[src/rtl/video_frame_monitor.sv]
// video_frame_monitor: passive hsync/vsync/rgb tap measuring line length, lines per frame and a per-frame checksum.
module video_frame_monitor #(
    parameter int RGB_W      = 3,
    parameter int CNT_W      = 12,
    parameter int CHK_W      = 16,
    parameter int FRM_W      = 16,
    parameter int H_TOTAL    = 256,
    parameter int V_TOTAL    = 262,
    parameter bit SYNC_POL   = 1'b1,
    parameter int NUM_FRAMES = 0
) (
    input  logic             clk,
    input  logic             reset,
    input  logic             pix_en,
    input  logic             hsync,
    input  logic             vsync,
    input  logic             display_on,
    input  logic [RGB_W-1:0] rgb,
    output logic [CNT_W-1:0] line_len,
    output logic [CNT_W-1:0] frame_lines,
    output logic [CHK_W-1:0] frame_chk,
    output logic [FRM_W-1:0] frame_cnt,
    output logic             frame_valid,
    output logic             h_err,
    output logic             v_err,
    output logic             done
);
    typedef enum logic [1:0] {SYNC_WAIT, MEASURE, DONE} state_t;
    state_t state_q, state_d;
    logic hs_prev_q, hs_prev_d, vs_prev_q, vs_prev_d;
    logic hl_err_q, hl_err_d, skip_q, skip_d;
    logic fv_q, fv_d, herr_q, herr_d, verr_q, verr_d, done_q, done_d;
    logic [CNT_W-1:0] h_cnt_q, h_cnt_d, v_cnt_q, v_cnt_d;
    logic [CNT_W-1:0] line_len_q, line_len_d, frame_lines_q, frame_lines_d;
    logic [CHK_W-1:0] chk_q, chk_d, frame_chk_q, frame_chk_d;
    logic [FRM_W-1:0] frame_cnt_q, frame_cnt_d;
    logic hs_act, vs_act, run, hs_edge, vs_edge, line_bad;
    logic [CNT_W-1:0] h_inc, v_inc, v_seen;
    logic [CHK_W-1:0] chk_pix, chk_next;
    always_comb begin
        hs_act   = hsync == SYNC_POL;
        vs_act   = vsync == SYNC_POL;
        run      = pix_en && state_q != DONE;
        hs_edge  = run && hs_act && !hs_prev_q;
        vs_edge  = run && vs_act && !vs_prev_q;
        h_inc    = &h_cnt_q ? h_cnt_q : h_cnt_q + CNT_W'(1);
        v_inc    = &v_cnt_q ? v_cnt_q : v_cnt_q + CNT_W'(1);
        // a line ending on the vsync sample still belongs to the closing frame
        v_seen   = hs_edge ? v_inc : v_cnt_q;
        line_bad = hs_edge && state_q == MEASURE && !skip_q && h_cnt_q != CNT_W'(H_TOTAL);
        chk_pix  = display_on ? CHK_W'(rgb) : '0;
        chk_next = ((chk_q << 1) | (chk_q >> (CHK_W - 1))) ^ chk_pix;
        state_d       = state_q;
        hs_prev_d     = hs_prev_q;
        vs_prev_d     = vs_prev_q;
        hl_err_d      = hl_err_q;
        skip_d        = skip_q;
        fv_d          = 1'b0;
        herr_d        = herr_q;
        verr_d        = verr_q;
        done_d        = done_q;
        h_cnt_d       = h_cnt_q;
        v_cnt_d       = v_cnt_q;
        line_len_d    = line_len_q;
        frame_lines_d = frame_lines_q;
        chk_d         = chk_q;
        frame_chk_d   = frame_chk_q;
        frame_cnt_d   = frame_cnt_q;
        if (run) begin
            hs_prev_d  = hs_act;
            vs_prev_d  = vs_act;
            h_cnt_d    = hs_edge ? CNT_W'(1) : h_inc;
            line_len_d = hs_edge ? h_cnt_q : line_len_q;
            v_cnt_d    = v_seen;
            chk_d      = display_on ? chk_next : chk_q;
            hl_err_d   = hl_err_q | line_bad;
            skip_d     = (hs_edge && state_q == MEASURE) ? 1'b0 : skip_q;
            if (vs_edge) begin
                v_cnt_d = hs_edge ? CNT_W'(1) : '0;
                chk_d   = chk_pix;
                if (state_q == SYNC_WAIT) begin
                    state_d  = MEASURE;
                    skip_d   = 1'b1;
                    hl_err_d = 1'b0;
                    h_cnt_d  = hs_edge ? CNT_W'(1) : '0;
                end else begin
                    frame_lines_d = v_seen;
                    frame_chk_d   = chk_q;
                    frame_cnt_d   = frame_cnt_q + FRM_W'(1);
                    herr_d        = hl_err_q | line_bad;
                    verr_d        = v_seen != CNT_W'(V_TOTAL);
                    hl_err_d      = 1'b0;
                    fv_d          = 1'b1;
                    if (NUM_FRAMES != 0 && frame_cnt_d == FRM_W'(NUM_FRAMES)) begin
                        state_d = DONE;
                        done_d  = 1'b1;
                    end
                end
            end
        end
    end
    always_ff @(posedge clk or negedge reset) begin
        if (!reset) begin
            state_q       <= SYNC_WAIT;
            hs_prev_q     <= 1'b0;
            vs_prev_q     <= 1'b0;
            hl_err_q      <= 1'b0;
            skip_q        <= 1'b0;
            fv_q          <= 1'b0;
            herr_q        <= 1'b0;
            verr_q        <= 1'b0;
            done_q        <= 1'b0;
            h_cnt_q       <= '0;
            v_cnt_q       <= '0;
            line_len_q    <= '0;
            frame_lines_q <= '0;
            chk_q         <= '0;
            frame_chk_q   <= '0;
            frame_cnt_q   <= '0;
        end else begin
            state_q       <= state_d;
            hs_prev_q     <= hs_prev_d;
            vs_prev_q     <= vs_prev_d;
            hl_err_q      <= hl_err_d;
            skip_q        <= skip_d;
            fv_q          <= fv_d;
            herr_q        <= herr_d;
            verr_q        <= verr_d;
            done_q        <= done_d;
            h_cnt_q       <= h_cnt_d;
            v_cnt_q       <= v_cnt_d;
            line_len_q    <= line_len_d;
            frame_lines_q <= frame_lines_d;
            chk_q         <= chk_d;
            frame_chk_q   <= frame_chk_d;
            frame_cnt_q   <= frame_cnt_d;
        end
    end
    assign line_len    = line_len_q;
    assign frame_lines = frame_lines_q;
    assign frame_chk   = frame_chk_q;
    assign frame_cnt   = frame_cnt_q;
    assign frame_valid = fv_q;
    assign h_err       = herr_q;
    assign v_err       = verr_q;
    assign done        = done_q;
endmodule

[config.mk]
export PLATFORM = sky130hd
export DESIGN_NAME = video_frame_monitor
export DESIGN_NICKNAME = d
export VERILOG_FILES = /design/src/rtl/video_frame_monitor.sv
export SDC_FILE = /design/constraint.sdc
export NUM_CORES = 1
export LEC_CHECK = 0
export CORE_AREA = 2 2 80 159
export DETAILED_ROUTE_END_ITERATION = 8
export DIE_AREA = 0 0 82 161
export PLACE_DENSITY = 0.64
export SLEW_MARGIN = 30
export SYNTH_ARGS = -nofsm -noshare
export SYNTH_HDL_FRONTEND = slang
export SYNTH_SLANG_ARGS = --single-unit
[constraint.sdc]
create_clock -name clk -period 2.2 [get_ports clk]
set_input_delay 0.44 -clock clk [delete_from_list [all_inputs] [get_ports clk]]
set_output_delay 0.44 -clock clk [all_outputs]
set_load 0.02 [all_outputs]
---- Word level (Yosys, flattened, before mapping) ----
Index checks and enable logic that the tools add are counted.
Widths: inputs -> output; s select.
word-level totals
  register bits ........................... 104
  bits in latches ......................... 0
  memory bits (writable) .................. 0
  bits in read-only memories .............. 0
  bits of input ports ..................... 9
  output and inout port bits .............. 60
  word-level logic and storage cells ...... 60
  memories kept ........................... 0
operators by class
  $add $sub $neg .......................... 3
  $mul .................................... 0
  div/mod/pow operators ................... 0
  order comparisons ....................... 0
  equality and inequality tests ........... 2
  shift-type cells ........................ 0
  mux-type cells .......................... 18
  bitwise logic cells ..................... 4
  reductions and logical operators ........ 18
operators with widths
  kind                   number
  $mux 12                7
  $mux 16                2
  $add 12x1->12 const B  2
  $ne 12x9->1 const B    2
  $reduce_and 12->1      2
  $add 16x1->16 const B  1
  $or 16x1->16           1
  $xor 16x3->16          1
  $mux 1                 8
  $logic_and 1x1->1      7
  $reduce_and 3->1       2
  $reduce_and 2->1       2
  $logic_not 1->1        3
  $mux 3                 1
  $logic_not 2->1        1
  $reduce_bool 2->1      1
  $not 1->1              1
  $or 1x1->1             1

---- Depth between registers and ports, before layout ----
Gate-level depths: netlist of the first run.
  word-level depth ........................ 7
  depth in mapped cells ................... 10
  mapped depth without buffers ............ 9

---- Worst setup path after synthesis of the first run ----
Ideal clock, no wire load.
  path kind ............................... register -> register
  from .................................... reg v_cnt_q[1]
  to ...................................... reg verr_q, in the netlist v_err
  setup time .............................. 0.126 ns
  data arrival time ....................... 1.785 ns
  required time ........................... 2.074 ns
  setup slack ............................. 0.289 ns
  cell stages (with the launch flop) ...... 8
  buffers on the path ..................... 0
  clock period less this slack ............ 1.911 ns
  cell sequence ........................... dfrtp_1 ha_1 nand4b_1 nor4_1 nand3_1 o21ai_0 o2111ai_1 o32a_1
between the ends
  word-level cells in the longest chain between the ends .. 4
  elaborated cells on any way between the ends .. 5
  those cells by class .................... 1 x add/sub; 1 x eq/ne; 2 x mux; 1 x reduce/logical
RTL lines
  item                                                RTL line  text
  start, declared                                     33        logic [CNT_W-1:0] h_cnt_q, h_cnt_d, v_cnt_q, v_cnt_d;
  start signal, assigned                              131       v_cnt_q <= v_cnt_d;
  $add 12x1->12 or $reduce_and 12->1 (tied branches)  47        v_inc = &v_cnt_q ? v_cnt_q : v_cnt_q + CNT_W'(1);
  $mux 12                                             47
  $mux 12 *                                           49        v_seen = hs_edge ? v_inc : v_cnt_q;
  $ne 12x9->1 *                                       91        verr_d = v_seen != CNT_W'(V_TOTAL);
  end signal, assigned                                128       verr_q <= verr_d;
  end, declared                                       32        logic fv_q, fv_d, herr_q, herr_d, verr_q, verr_d, done_q, done_d;
Every way passes the cells marked *; elsewhere a longest branch is shown, timed or not.
A chain may end at the register's enable or synchronous reset.

---- Worst setup path after layout of the first run ----
  from .................................... in pix_en
  to ...................................... reg verr_q, in the netlist v_err
between the ends
  word-level cells in the longest chain between the ends .. 4
  elaborated cells on any way between the ends .. 7
  those cells by class .................... 1 x eq/ne; 1 x mux; 5 x reduce/logical
RTL lines
  item                            RTL line  text
  start, declared                 14        input logic pix_en,
  $logic_and 1x1->1 (2 in a row)  44        hs_edge = run && hs_act && !hs_prev_q;
  $mux 12                         49
  $ne 12x9->1                     91
Parallel ways exist; a longest one is shown, timed or not.

==> results.md, run 1 <==
* CP Class: input port to flip-flop
* Die outline width at 82 um
* Fill cells at 1147
* Clock Tree Buf Depth at 2
* Met1 usage at 23.5%
* Critical Path, Cell by Cell: clkdlybuf4s50_1, nand3b_1, nor4_2, nand3b_1, o21ai_1, o2111ai_1, o32a_1
* Via-to-Cell Ratio at 5.00
* Worst setup EP type: flip-flop
* Synthesized area at 4680 sq um
* Area leader, netlist: dfrtp_1
* Final WL at 10100 um
* H-tree Lvls at 3
* FF+latch count, synth at 104
* Clock-pin slew on the worst setup and hold paths at 80 ps
* Number of remaining DRC errors at 0
* GRT Max-Usage Layer: met2
* Sw Share at 30.9%
* First-pass GRT wire length at 17400 um
* Highest clock rate at 487 MHz
* Critical Path Start Type: input port
* Synth async-reset ratio at 100%
* Cells after synthesis at 502
* Hold buffers post-CTS at 0
* Clock power frac at 33.8%
* Distinct cells, synth at 51
* Fin Setup TNS at 0 ps
* Ports at 69
* Drt first pass iters at 4
* Pwr dens at 801 nW/um^2
* Min-delay worst type: input port to async pin
* Post-synth top cells: 146 x nand2_1, 104 x dfrtp_1, 36 x nor2_1, 26 x o21ai_0, 21 x a21oi_1
* TritonCTS buffer count at 9
* Max-slew violations at 0
* Global route overflow at 0
* Die Y at 161 um
* Global Route Usage Sum at 16.6%
* Syn Area/Cell at 9.33 sq um
* Grt met3 use at 4.13%
* Min Tclk post-route at 2050 ps
* Wire length per cell at 13.6 um
* Worst Path Required at 2440 ps
* Buf+Inv Stages, Crit Path at 1
* Core Region at 12000 sq um
* Routability cong. at 0.868
* Nets at 604
* Initial core utilization at 39.1%
* Die area at 13200 sq um
* Int Power at 0.00333 W
* Antenna violations before repair at 0
* Total number of vias at 3715
* Endpoints failing hold at 0
* Comb power frac at 18.6%
* Synth warn at 0
* EDFF count, synth at 0
* Vias in the first global route at 3612
* Highest-delay cell along the critical path: clkdlybuf4s50_1
* Reg2reg setup slack at 330 ps
* Leakage at 2.72 nW
* DRT iter0 DRCs at 277
* Count leader, synth: nand2_1
* Cell Rows at 57
* Status: complete, no violations
* Flop pwr share at 47.5%
* Clk sinks at 104
* Dominant synthesized flop cell: dfrtp_1
* Fraction of layout cells with a size suffix above 1 at 11.7%
* Cell seen most often among critical-path stages: nand3b_1
* Clk Latency, worst-skew pair at 360 ps
* Peak VDD IR at 587 uV
* Crit-path max FO at 7
* Register area share after synthesis at 55.6%
* Worst path max stage delay at 600 ps
* Final worst path period share at 93.4%
* # diodes at 0
* # setup viols final at 0
* CP arrival at 2290 ps
* Relative slew slack at 62.2%
* Max-cap violations at 0
* Post-route design area at 6030 sq um
* Worst-Margin Slew at 567 ps
* CTS Root Cell: clkbuf_16
* Cell Area, Placed at 5700 sq um
* Post-DP HPWL at 7040 um
* Max Clock Skew at 12.7 ps
* Synth top area share at 55.6%
* Sw power at 0.00149 W
* Synth area leaders: dfrtp_1 56%, nand2_1 12%, xnor2_1 3.7%
* Area Growth Syn to Fin at 28.7%
* Post-route ant nets at 0
* Met2 Use GR at 24.8%
* CTS tree: built
* RSZ-0062 raised after global routing: no
* Post-synth net total at 515
* PortBufs at 67
* Crit-path leading delay family: simple AND/OR/NAND/NOR gates
* Largest net degree at the start of global routing at 105
[state kept, by name, indices dropped and copies added, names as in the netlist, 12 cells and up]
| signal | cells |
|---|---|
| chk_q | 16 |
| frame_chk | 16 |
| frame_cnt | 16 |
| frame_lines | 12 |
| h_cnt_q | 12 |
| line_len | 12 |
| v_cnt_q | 12 |
[kinds of logic (layout without fill, tap and decap cells)]
group	after synthesis	after routing	share of synthesized area, %
and+or+nand+nor	258	258	25.4
AOI/OAI and AO/OA	64	64	7.88
buffers and inverters	36	130	3.34
xor gates and xnor gates	30	30	5.61
other	1	1	0.0801
muxes	5	5	1.10
DFF	104	104	55.6
adders and majority gates	4	4	1.07
[routing by layer]
layer / up-vias / share of wire (%)
met1: 1774 / 46
met4: 0 / 1.6
met5: - / 0
met2: 83 / 48
met3: 13 / 4.1
li1: 1845 / -
[path summary, 6_finish.rpt]
path | startpoint | endpoint | cells past startpoint
hold / removal | reset | line_len[3] | 2
setup / recovery | pix_en | v_err | 7
max in group asynchronous | reset | frame_cnt[10] | 2
min in group clk | frame_cnt[15] | frame_cnt[15] | 1
setup reg to reg | v_cnt_q[0] | v_err | 8
hold reg to reg | frame_cnt[15] | frame_cnt[15] | 1
[stage by stage]
| stage | power, W | worst slack (ps) | std cells | hold slack, ps | util (%) |
|---|---|---|---|---|---|
| 2_1_floorplan | 0.00278 | 289 | 502 | 144 | - |
| 3_3_place_gp | 0.00323 | -208 | 726 | 460 | 47.6 |
| 3_5_place_dp | 0.00325 | -271 | 726 | 461 | 47.6 |
| 4_1_cts | 0.00489 | 100 | 742 | 166 | 50.2 |
| 5_1_grt | 0.00509 | 16.9 | 743 | 179 | 50.3 |
| 6_report | 0.00483 | 146 | 743 | 134 | 50.3 |
[power by group through the flow]
stage	Combinational (W)	Sequential, W	Clock, W
floorplan	0.000340	0.00244	0
global placement	0.000903	0.00233	0
detailed placement	0.000914	0.00233	0
CTS	0.000916	0.00230	0.00168
global route	0.00101	0.00233	0.00176
finish	0.000899	0.00229	0.00163
[layout by cell type (no fill, tap or decap), types with 2 or more instances in the layout]
master           instances
nand3b_1                 3
o2111ai_1                2
clkinv_8                 2
nand2b_1                 2
nand3_1                 15
nor2_2                   4
nand2_1                146
a31oi_1                  2
ha_1                     4
nor4b_1                  3
o21ai_0                 26
inv_8                    3
nand2_2                  2
nand4_1                 13
a41oi_1                  2
inv_1                    9
xor2_1                  10
clkbuf_16                9
nor4_2                   2
and4_1                   2
nor3_1                  10
nor3_2                   2
mux2i_1                  4
dfrtp_1                104
nor3b_1                  4
and2_1                   2
a21oi_1                 21
o32ai_1                  2
buf_4                   37
xnor2_1                 20
nor2_1                  36
clkdlybuf4s50_1         66
and3_1                   4
[cell type report]
cell class | count | area, sq um | area share [%]
multi-input cells | 362 | 1940 | 32.1
flip-flops and latches | 104 | 2600 | 43.2
clock buffers | 9 | 225 | 3.74
inverters | 10 | 38.8 | 0.643
clock inverters | 7 | 83.8 | 1.39
well taps | 147 | 184 | 3.05
repair buffers | 104 | 958 | 15.9
[what timing repair did]
item | CTS | global route
gates resized for setup | 0 | 2
setup endpoints to repair | 0 | 1
setup buffers | 0 | 1
Power figures use the tool's default switching activity.
==> run 2: changes to the inputs <==
CTS_BUF_LIST = sky130_fd_sc_hd__clkbuf_8   (was unset)
==> run 2 against run 1 <==
Die area unchanged. Clock-buffer cell count stayed put. Final area is 1.8% lower. Maximum frequency grew 0.78%. Largest power group unchanged.
==> results.md, run 2 (synthesis gave the netlist of run 1 again) <==
* Max-cap violations at 0 (unchanged)
* Min Tclk post-route at 2040 ps (-15.8 ps)
* Final worst path period share at 92.7% (-0.72 points)
* Die area at 13200 sq um (unchanged)
* Status: complete, no violations
* Largest net degree at the start of global routing at 105 (unchanged)
* CTS tree: built
* CP arrival at 2310 ps (+20 ps)
* Setup ws final at 162 ps (+15.8 ps)
* Pwr dens at 747 nW/um^2 (-6.7%)
* Die Y at 161 um (unchanged)
* Commonest non-fill, non-tap cells in the layout: 146 x nand2_1, 104 x dfrtp_1, 66 x clkdlybuf4s50_1
* PortBufs at 67 (unchanged)
* Die outline width at 82 um (unchanged)
* # diodes at 0 (unchanged)
* Global Route Usage Sum at 16.6% (+0.082 points)
* Worst setup EP type: flip-flop
* Relative slew slack at 61.5% (-0.70 points)
* Global route overflow at 0 (unchanged)
* Int Power at 0.00298 W (-11%)
* Core Region at 12000 sq um (unchanged)
* Fraction of layout cells with a size suffix above 1 at 11.6% (-0.15 points)
* Clk sinks at 104 (unchanged)
* Fin Setup TNS at 0 ps (unchanged)
* Critical Path Start Type: input port
* Vias in the first global route at 3611 (-0.028%)
* Worst Path Required at 2480 ps (+40 ps)
* Post-DP HPWL at 7040 um (unchanged)
* H-tree Lvls at 3 (unchanged)
* Clock power frac at 27.8% (-6.0 points)
* Min-delay worst type: input port to async pin
* Routability cong. at 0.868 (unchanged)
* CP Class: input port to flip-flop
* Commonest non-fill, non-tap cell in the layout: nand2_1
* Nets at 603 (-0.17%)
* Clk Latency, worst-skew pair at 390 ps (+30 ps)
* Post-route ant nets at 0 (unchanged)
* Hold buffers post-CTS at 0 (unchanged)
* DRT iter0 DRCs at 306 (+10%)
* Max Clock Skew at 17.9 ps (+5.24 ps)
* Flop pwr share at 51.9% (+4.4 points)
* Leakage at 2.67 nW (-1.9%)
* Sw power at 0.00145 W (-3.1%)
* Place WS at -271 ps (unchanged)
* Clock-pin slew on the worst setup and hold paths at 120 ps (+40 ps)
* Area Growth Syn to Fin at 26.4%
* Fill cells at 1164 (+1.5%)
* Highest clock rate at 491 MHz (+0.78%)
* Comb power frac at 20.3% (+1.7 points)
* Worst-Margin Slew at 577 ps (+10.5 ps)
* TritonCTS buffer count at 9 (unchanged)
* Clock Tree Buf Depth at 2 (unchanged)
* First-pass GRT wire length at 17400 um (+0.44%)
* Ports at 69 (unchanged)
* Worst reg2reg path endpoint: v_err
* Crit-path max FO at 7 (unchanged)
* # setup viols final at 0 (unchanged)
* Endpoints failing hold at 0 (unchanged)
* Total number of vias at 3747 (+0.86%)
* Worst R2R Start: v_cnt_q[5]
* Antenna violations before repair at 0 (unchanged)
* Drt first pass iters at 4 (unchanged)
* Reg2Reg Depth at 6 (-2)
* Sw Share at 32.7% (+1.8 points)
* Reg2reg setup slack at 270 ps (-60 ps)
* Cell Rows at 57 (unchanged)
* Wire length per cell at 13.7 um (+0.29%)
* Peak VDD IR at 406 uV (-31%)
* Number of remaining DRC errors at 0 (unchanged)
* Initial core utilization at 39.1% (unchanged)
* Final WL at 10100 um (+0.16%)
* Via-to-Cell Ratio at 5.05 (+1.0%)
* Max-slew violations at 0 (unchanged)
* CTS Root Cell: clkbuf_8
[run 2: cell count changes in the layout (fill, tap and decap cells not counted), sizes merged]
cell	delta
buf	-1
[run 2: layout make-up]
cell class | count | area [sq um] | area share (%)
flip-flops and latches | 104 | 2600 | 44.0
clock buffers | 9 | 124 | 2.09
well taps | 147 | 184 | 3.11
repair buffers | 103 | 951 | 16.1
multi-input cells | 362 | 1940 | 32.7
clock inverters | 7 | 83.8 | 1.42
inverters | 10 | 38.8 | 0.655
[run 2: how the worst max path moves through the flow]
| stage | cells after the start | from | to |
|---|---|---|---|
| floorplan | 7 | v_cnt_q[1] | v_err |
| global placement | 8 | pix_en | v_err |
| detailed placement | 8 | pix_en | v_err |
| CTS | 7 | pix_en | v_err |
| global route | 7 | pix_en | v_err |
| finish | 7 | pix_en | v_err |
[run 2: power by group through the flow]
stage	combinational (W)	clock, W	sequential, W
2_1_floorplan	0.000340	0	0.00244
3_3_place_gp	0.000903	0	0.00233
3_5_place_dp	0.000914	0	0.00233
4_1_cts	0.000916	0.00127	0.00230
5_1_grt	0.00101	0.00134	0.00233
6_report	0.000899	0.00123	0.00230
[run 2: critical path: stages]
cell and delay [ps]:
clkdlybuf4s50_1 600, nand4b_1 170, nor4_2 350, nand3_1 130
o21ai_0 120, o2111ai_1 150, o32a_1 350
[run 2: metrics by stage]
stage                     hold slack (ps)  utilization [%]  cell area, sq um  instances  power [W]
after global placement                460             47.6              5700        726    0.00323
after floorplan                       144                -              4680        502    0.00278
after global routing                  128             49.4              5920        742    0.00467
after detailed placement              461             47.6              5700        726    0.00325
final                                85.1             49.4              5920        742    0.00442
after CTS                             119             49.3              5910        742    0.00448
[run 2: routing by layer]
layer | share of wire, % | wire length, um | global-route usage (%)
met5 | 0 | 0 | 0
met3 | 3.7 | 378 | 3.85
met4 | 1.9 | 195 | 5.23
met2 | 48 | 4860 | 25.4
met1 | 46 | 4710 | 23.4
[run 2: what timing repair did]
action	CTS	global route
endpoints found under the setup margin	0	1
setup buffers	0	0
gates resized for setup	0	2
==> RTL change 1, RTL diff (config.mk and constraints of run 1) <==
Change the parameter `SYNC_POL` from 1'b1 to 1'b0.
--- a/src/rtl/video_frame_monitor.sv
+++ b/src/rtl/video_frame_monitor.sv
@@ -8,3 +8,3 @@
     parameter int V_TOTAL    = 262,
-    parameter bit SYNC_POL   = 1'b1,
+    parameter bit SYNC_POL   = 1'b0,
     parameter int NUM_FRAMES = 0
Behaviour: not the same (Yosys sat finds a counterexample within 4 cycles, from zero or initial values and one cycle with reset low).
==> RTL change 1 against run 1 <==
- sequential cell count unchanged
- synthesized area down 1.5%
- wire length down 3.9%
- setup slack better by 27 ps
- design area down 2.4%
- via count down 4.1%
- synthesized cell count down 4.6%
- power up 1.2%
- critical endpoint unchanged
- largest power group unchanged
==> RTL change 1: results (changes against run 1) <==
[outcome]
outcome = completed  ; unchanged

[synthesis]
synthTopCellsByCount = 147 x nand2_1, 104 x dfrtp_1, 26 x nor2_1  ; was 146 x nand2_1, 104 x dfrtp_1, 36 x nor2_1
synth_xor_area_share_pct = 5.51  ; was 5.61%
synth_compound_area_share_pct = 7.68  ; was 7.88%
muxShareOfSynthArea_pct = 0.868  ; was 1.10%
synth.avg_cell_area_um2 = 9.63  ; was 9.33 µm²
synthTopCellsByArea = dfrtp_1 56%, nand2_1 12%, xnor2_1 3.2%  ; was dfrtp_1 56%, nand2_1 12%, xnor2_1 3.7%
yosysSeqAreaShare_pct = 56.4  ; was 55.6%
synth_fa_ha_area_share_pct = 1.09  ; was 1.07%
synthesis.nets = 492  ; was 515
ys_types = 55  ; was 51

[routing]
first_iter_violations = 143  ; was 277
wl_met2_um = 4850  ; was 4840 µm
wl_met1_um = 4380  ; was 4710 µm
via_per_inst = 5.02  ; was 5.00
wl_per_cell_um = 13.7  ; was 13.6 µm
wirelength_um = 9740  ; was 10100 µm
met3_wirelength_um = 428  ; was 412 µm
dr.pass1.iters = 4  ; unchanged

[clocking]
clockBufferDepth = 2  ; unchanged
cts_tree = done  ; unchanged
cts_setup_buffers = 0  ; unchanged
clkLatencyLatePin_ps = 340  ; was 360 ps

[finish]
seq_area_um2 = 2600  ; unchanged
clk_share_pct = 5.19  ; was 5.13%
drive_gt1_share_pct = 10.1  ; was 11.7%
nFillCells = 1172  ; was 1147
largestClassByArea = sequential cells  ; unchanged
nClkBuffers = 10  ; was 9
multi_input_area_share_pct = 32.2  ; was 32.1%
signal_buffers = 91  ; was 104
inverters = 6  ; was 10
fin_nets = 571  ; was 604
multi_input_gates = 346  ; was 362
non_clock_buffer_area_share_pct = 14.9  ; was 15.9%

[pwr]
leakagePower_nw = 2.71  ; was 2.72 nW
ir_worst_vdd_uv = 617  ; was 587 µV
switchingPower_w = 0.00141  ; was 0.00149 W
pwr-share-clk_pct = 33.1  ; was 33.8%
p_comb_share_pct = 19.3  ; was 18.6%
p_int_w = 0.00348  ; was 0.00333 W

[worst_setup_path]
regToRegStartpoint = v_cnt_q[1]  ; was v_cnt_q[0]
path_class = reg -> reg  ; was in -> reg
reg2reg_depth = 7  ; was 8
rrSetupSlack_ps = 170  ; was 330 ps
critical-path-slowest-cell = or4b_1  ; was clkdlybuf4s50_1
crit_fanout = 4  ; was 7
slowest_delay_ps = 540  ; was 600 ps

[place]
dp.cells = 694  ; was 726
dp_hpwl_um = 6900  ; was 7040 µm
gp_congestion = 0.814  ; was 0.868

[global_routing]
first_global_vias = 3515  ; was 3612
grtUsageTotal_pct = 16.3  ; was 16.6%
grt_pass1_wl_um = 16900  ; was 17400 µm
grt_max_degree = 49  ; was 105

[timing]
whs_ps = 106  ; was 134 ps
skew_ps = 6.10  ; was 12.7 ps
tightest_slew_ps = 617  ; was 567 ps

## RTL change 1: cell count changes in the layout (fill, tap and decap cells not counted), moves of 3 or more
cell / run 1 / this run
buf_4: 37 / 23
a211oi_1: 0 / 3
nand4_2: 0 / 3
nor3_1: 10 / 6
xnor2_1: 20 / 17
nand4_1: 13 / 9
nor2_1: 36 / 26
o21ai_0: 26 / 21
and3_1: 4 / 9
inv_1: 9 / 5
nor2b_1: 0 / 4
nor2_2: 4 / 1
## RTL change 1: per-layer routing
metal | vias to the layer above | GRT usage [%]
li1 | 1768 | -
met3 | 6 | 3.91
met4 | 0 | 4.09
met1 | 1713 | 22.2
met2 | 76 | 25.8
met5 | - | 0
## RTL change 1: stage by stage
step,TNS (ps),cell area (µm²),utilization [%],setup WS [ps]
6_report,0,5880,49.1,173
5_1_grt,0,5880,49.1,18.6
4_1_cts,0,5870,49.0,20.6
3_5_place_dp,-3450,5560,46.4,-340
3_3_place_gp,-2870,5560,46.4,-320
2_1_floorplan,0,4610,-,177
==> RTL change 2, RTL diff (settings of run 1) <==
Made on the original files. Add an input register stage for `pix_en`, `hsync`, `vsync`, `display_on` and `rgb`; this delays them by one clock.
--- a/src/rtl/video_frame_monitor.sv
+++ b/src/rtl/video_frame_monitor.sv
@@ -28,2 +28,17 @@
     typedef enum logic [1:0] {SYNC_WAIT, MEASURE, DONE} state_t;
+
+    logic pix_en_q;
+    logic hsync_q;
+    logic vsync_q;
+    logic display_on_q;
+    logic [RGB_W-1:0] rgb_q;
+
+    always_ff @(posedge clk) begin
+        pix_en_q     <= pix_en;
+        hsync_q      <= hsync;
+        vsync_q      <= vsync;
+        display_on_q <= display_on;
+        rgb_q        <= rgb;
+    end
+
     state_t state_q, state_d;
@@ -40,5 +55,5 @@
     always_comb begin
-        hs_act   = hsync == SYNC_POL;
-        vs_act   = vsync == SYNC_POL;
-        run      = pix_en && state_q != DONE;
+        hs_act   = hsync_q == SYNC_POL;
+        vs_act   = vsync_q == SYNC_POL;
+        run      = pix_en_q && state_q != DONE;
         hs_edge  = run && hs_act && !hs_prev_q;
@@ -50,3 +65,3 @@
         line_bad = hs_edge && state_q == MEASURE && !skip_q && h_cnt_q != CNT_W'(H_TOTAL);
-        chk_pix  = display_on ? CHK_W'(rgb) : '0;
+        chk_pix  = display_on_q ? CHK_W'(rgb_q) : '0;
         chk_next = ((chk_q << 1) | (chk_q >> (CHK_W - 1))) ^ chk_pix;
@@ -74,3 +89,3 @@
             v_cnt_d    = v_seen;
-            chk_d      = display_on ? chk_next : chk_q;
+            chk_d      = display_on_q ? chk_next : chk_q;
             hl_err_d   = hl_err_q | line_bad;
Formal check against the unedited RTL: not equivalent (Yosys sat finds a counterexample within 4 cycles, from zero or initial values and one cycle with reset low).
==> RTL change 2 against run 1 <==
- via count decreased by 1.3%
- design area is 0.93% lower
- critical endpoint unchanged
- combinational power decreased by 4.4%
- setup slack improved by 62 ps
- sequential cell count is 7 higher
- wire length down 1.8%
- power is 3.7% higher
- synthesized area grew 2.1%
==> RTL change 2: results (changes against run 1) <==
[routing]
via_per_inst = 5.06  ; was 5.00
wl_per_cell_um = 13.7  ; was 13.6 µm
first_iter_violations = 135  ; was 277

[worst_setup_path]
cp-startpoint = v_cnt_q[0]  ; was pix_en
worstPathArrival_ps = 2210  ; was 2290 ps
rrSetupSlack_ps = 210  ; was 330 ps
reg2reg_depth = 6  ; was 8
crit_fanout = 8  ; was 7
critical-path-slowest-cell = dfrtp_1  ; was clkdlybuf4s50_1
slowest_delay_ps = 480  ; was 600 ps

[synthesis]
synth_fa_ha_area_share_pct = 1.05  ; was 1.07%
synth_ff_type = dfrtp_1  ; unchanged
synth_compound_area_share_pct = 7.40  ; was 7.88%
muxShareOfSynthArea_pct = 2.41  ; was 1.10%
yosysSeqAreaShare_pct = 57.4  ; was 55.6%
async_reset_ff_share_pct = 93.7  ; was 100%
syn_inst = 504  ; was 502
synthTopCellsByCount = 143 x nand2_1, 104 x dfrtp_1, 34 x nor2_1  ; was 146 x nand2_1, 104 x dfrtp_1, 36 x nor2_1
synthTopCellsByArea = dfrtp_1 54%, nand2_1 11%, dfxtp_1 2.9%  ; was dfrtp_1 56%, nand2_1 12%, xnor2_1 3.7%
synthesis.nets = 517  ; was 515
synth_area_um2 = 4780  ; was 4680 µm²
ys_types = 44  ; was 51
synth_xor_area_share_pct = 4.58  ; was 5.61%

[global_routing]
first_global_vias = 3493  ; was 3612
grt_max_degree = 47  ; was 105
grt_pass1_wl_um = 16800  ; was 17400 µm
grtUsageTotal_pct = 16.2  ; was 16.6%
antenna_found_initial = 0  ; unchanged

[finish]
instances_no_fill = 724  ; was 743
seq_share_pct = 45.9  ; was 43.2%
clk_share_pct = 5.22  ; was 5.13%
drive_gt1_share_pct = 7.28  ; was 11.7%
nFillCells = 1173  ; was 1147
multi_input_gates = 357  ; was 362
signal_buffers = 82  ; was 104
antenna_cells = 0  ; unchanged
non_clock_buffer_area_share_pct = 13.3  ; was 15.9%
fin_nets = 585  ; was 604
final_area_um2 = 5970  ; was 6030 µm²
inverters = 11  ; was 10
multi_input_area_share_pct = 31.8  ; was 32.1%

[clocking]
cts_resized = 0  ; unchanged
cts_sinks = 111  ; was 104
clockBufferDepth = 2  ; unchanged
clkLatencyLatePin_ps = 350

[place]
port_buffers = 67  ; unchanged
place_area_um2 = 5650  ; was 5700 µm²
dp_hpwl_um = 7030  ; was 7040 µm
dp.cells = 707  ; was 726
gp_congestion = 0.836  ; was 0.868

[pwr]
leakagePower_nw = 2.69  ; was 2.72 nW
ir_worst_vdd_uv = 447  ; was 587 µV

[outcome]
outcome = completed  ; unchanged

[timing]
skew_ps = 9.07  ; was 12.7 ps
max_slew_margin_pct = 59.5  ; was 62.2%

## RTL change 2: changes by cell type after synthesis, moves of 4 or more
cell and change:
buf_2 -7, clkbuf_1 +6, xnor2_1 -6, nor2_2 -4
dfxtp_1 +7
## RTL change 2: metal layers
metal	part of all wire [%]	GRT usage [%]	wire (µm)	up-vias
met1	45	21.8	4510	1748
li1	-	-	-	1821
met3	3.9	3.35	388	15
met5	0	0	0	-
met2	49	25.5	4880	81
met4	1.7	6.06	167	0
## RTL change 2: metrics by stage
stage | power, W | setup WS, ps | hold WS (ps)
floorplan | 0.00293 | 454 | 144
finish | 0.00500 | 208 | 36.0
global route | 0.00526 | 61.6 | 57.1
detailed placement | 0.00336 | 181 | 426
CTS | 0.00508 | 163 | 32.6
global placement | 0.00334 | 220 | 418
## RTL change 2: power breakdown
group	internal [W]	switching, W
combinational	0.000391	0.000469
sequential	0.00224	0.000212
clock	0.000910	0.000781
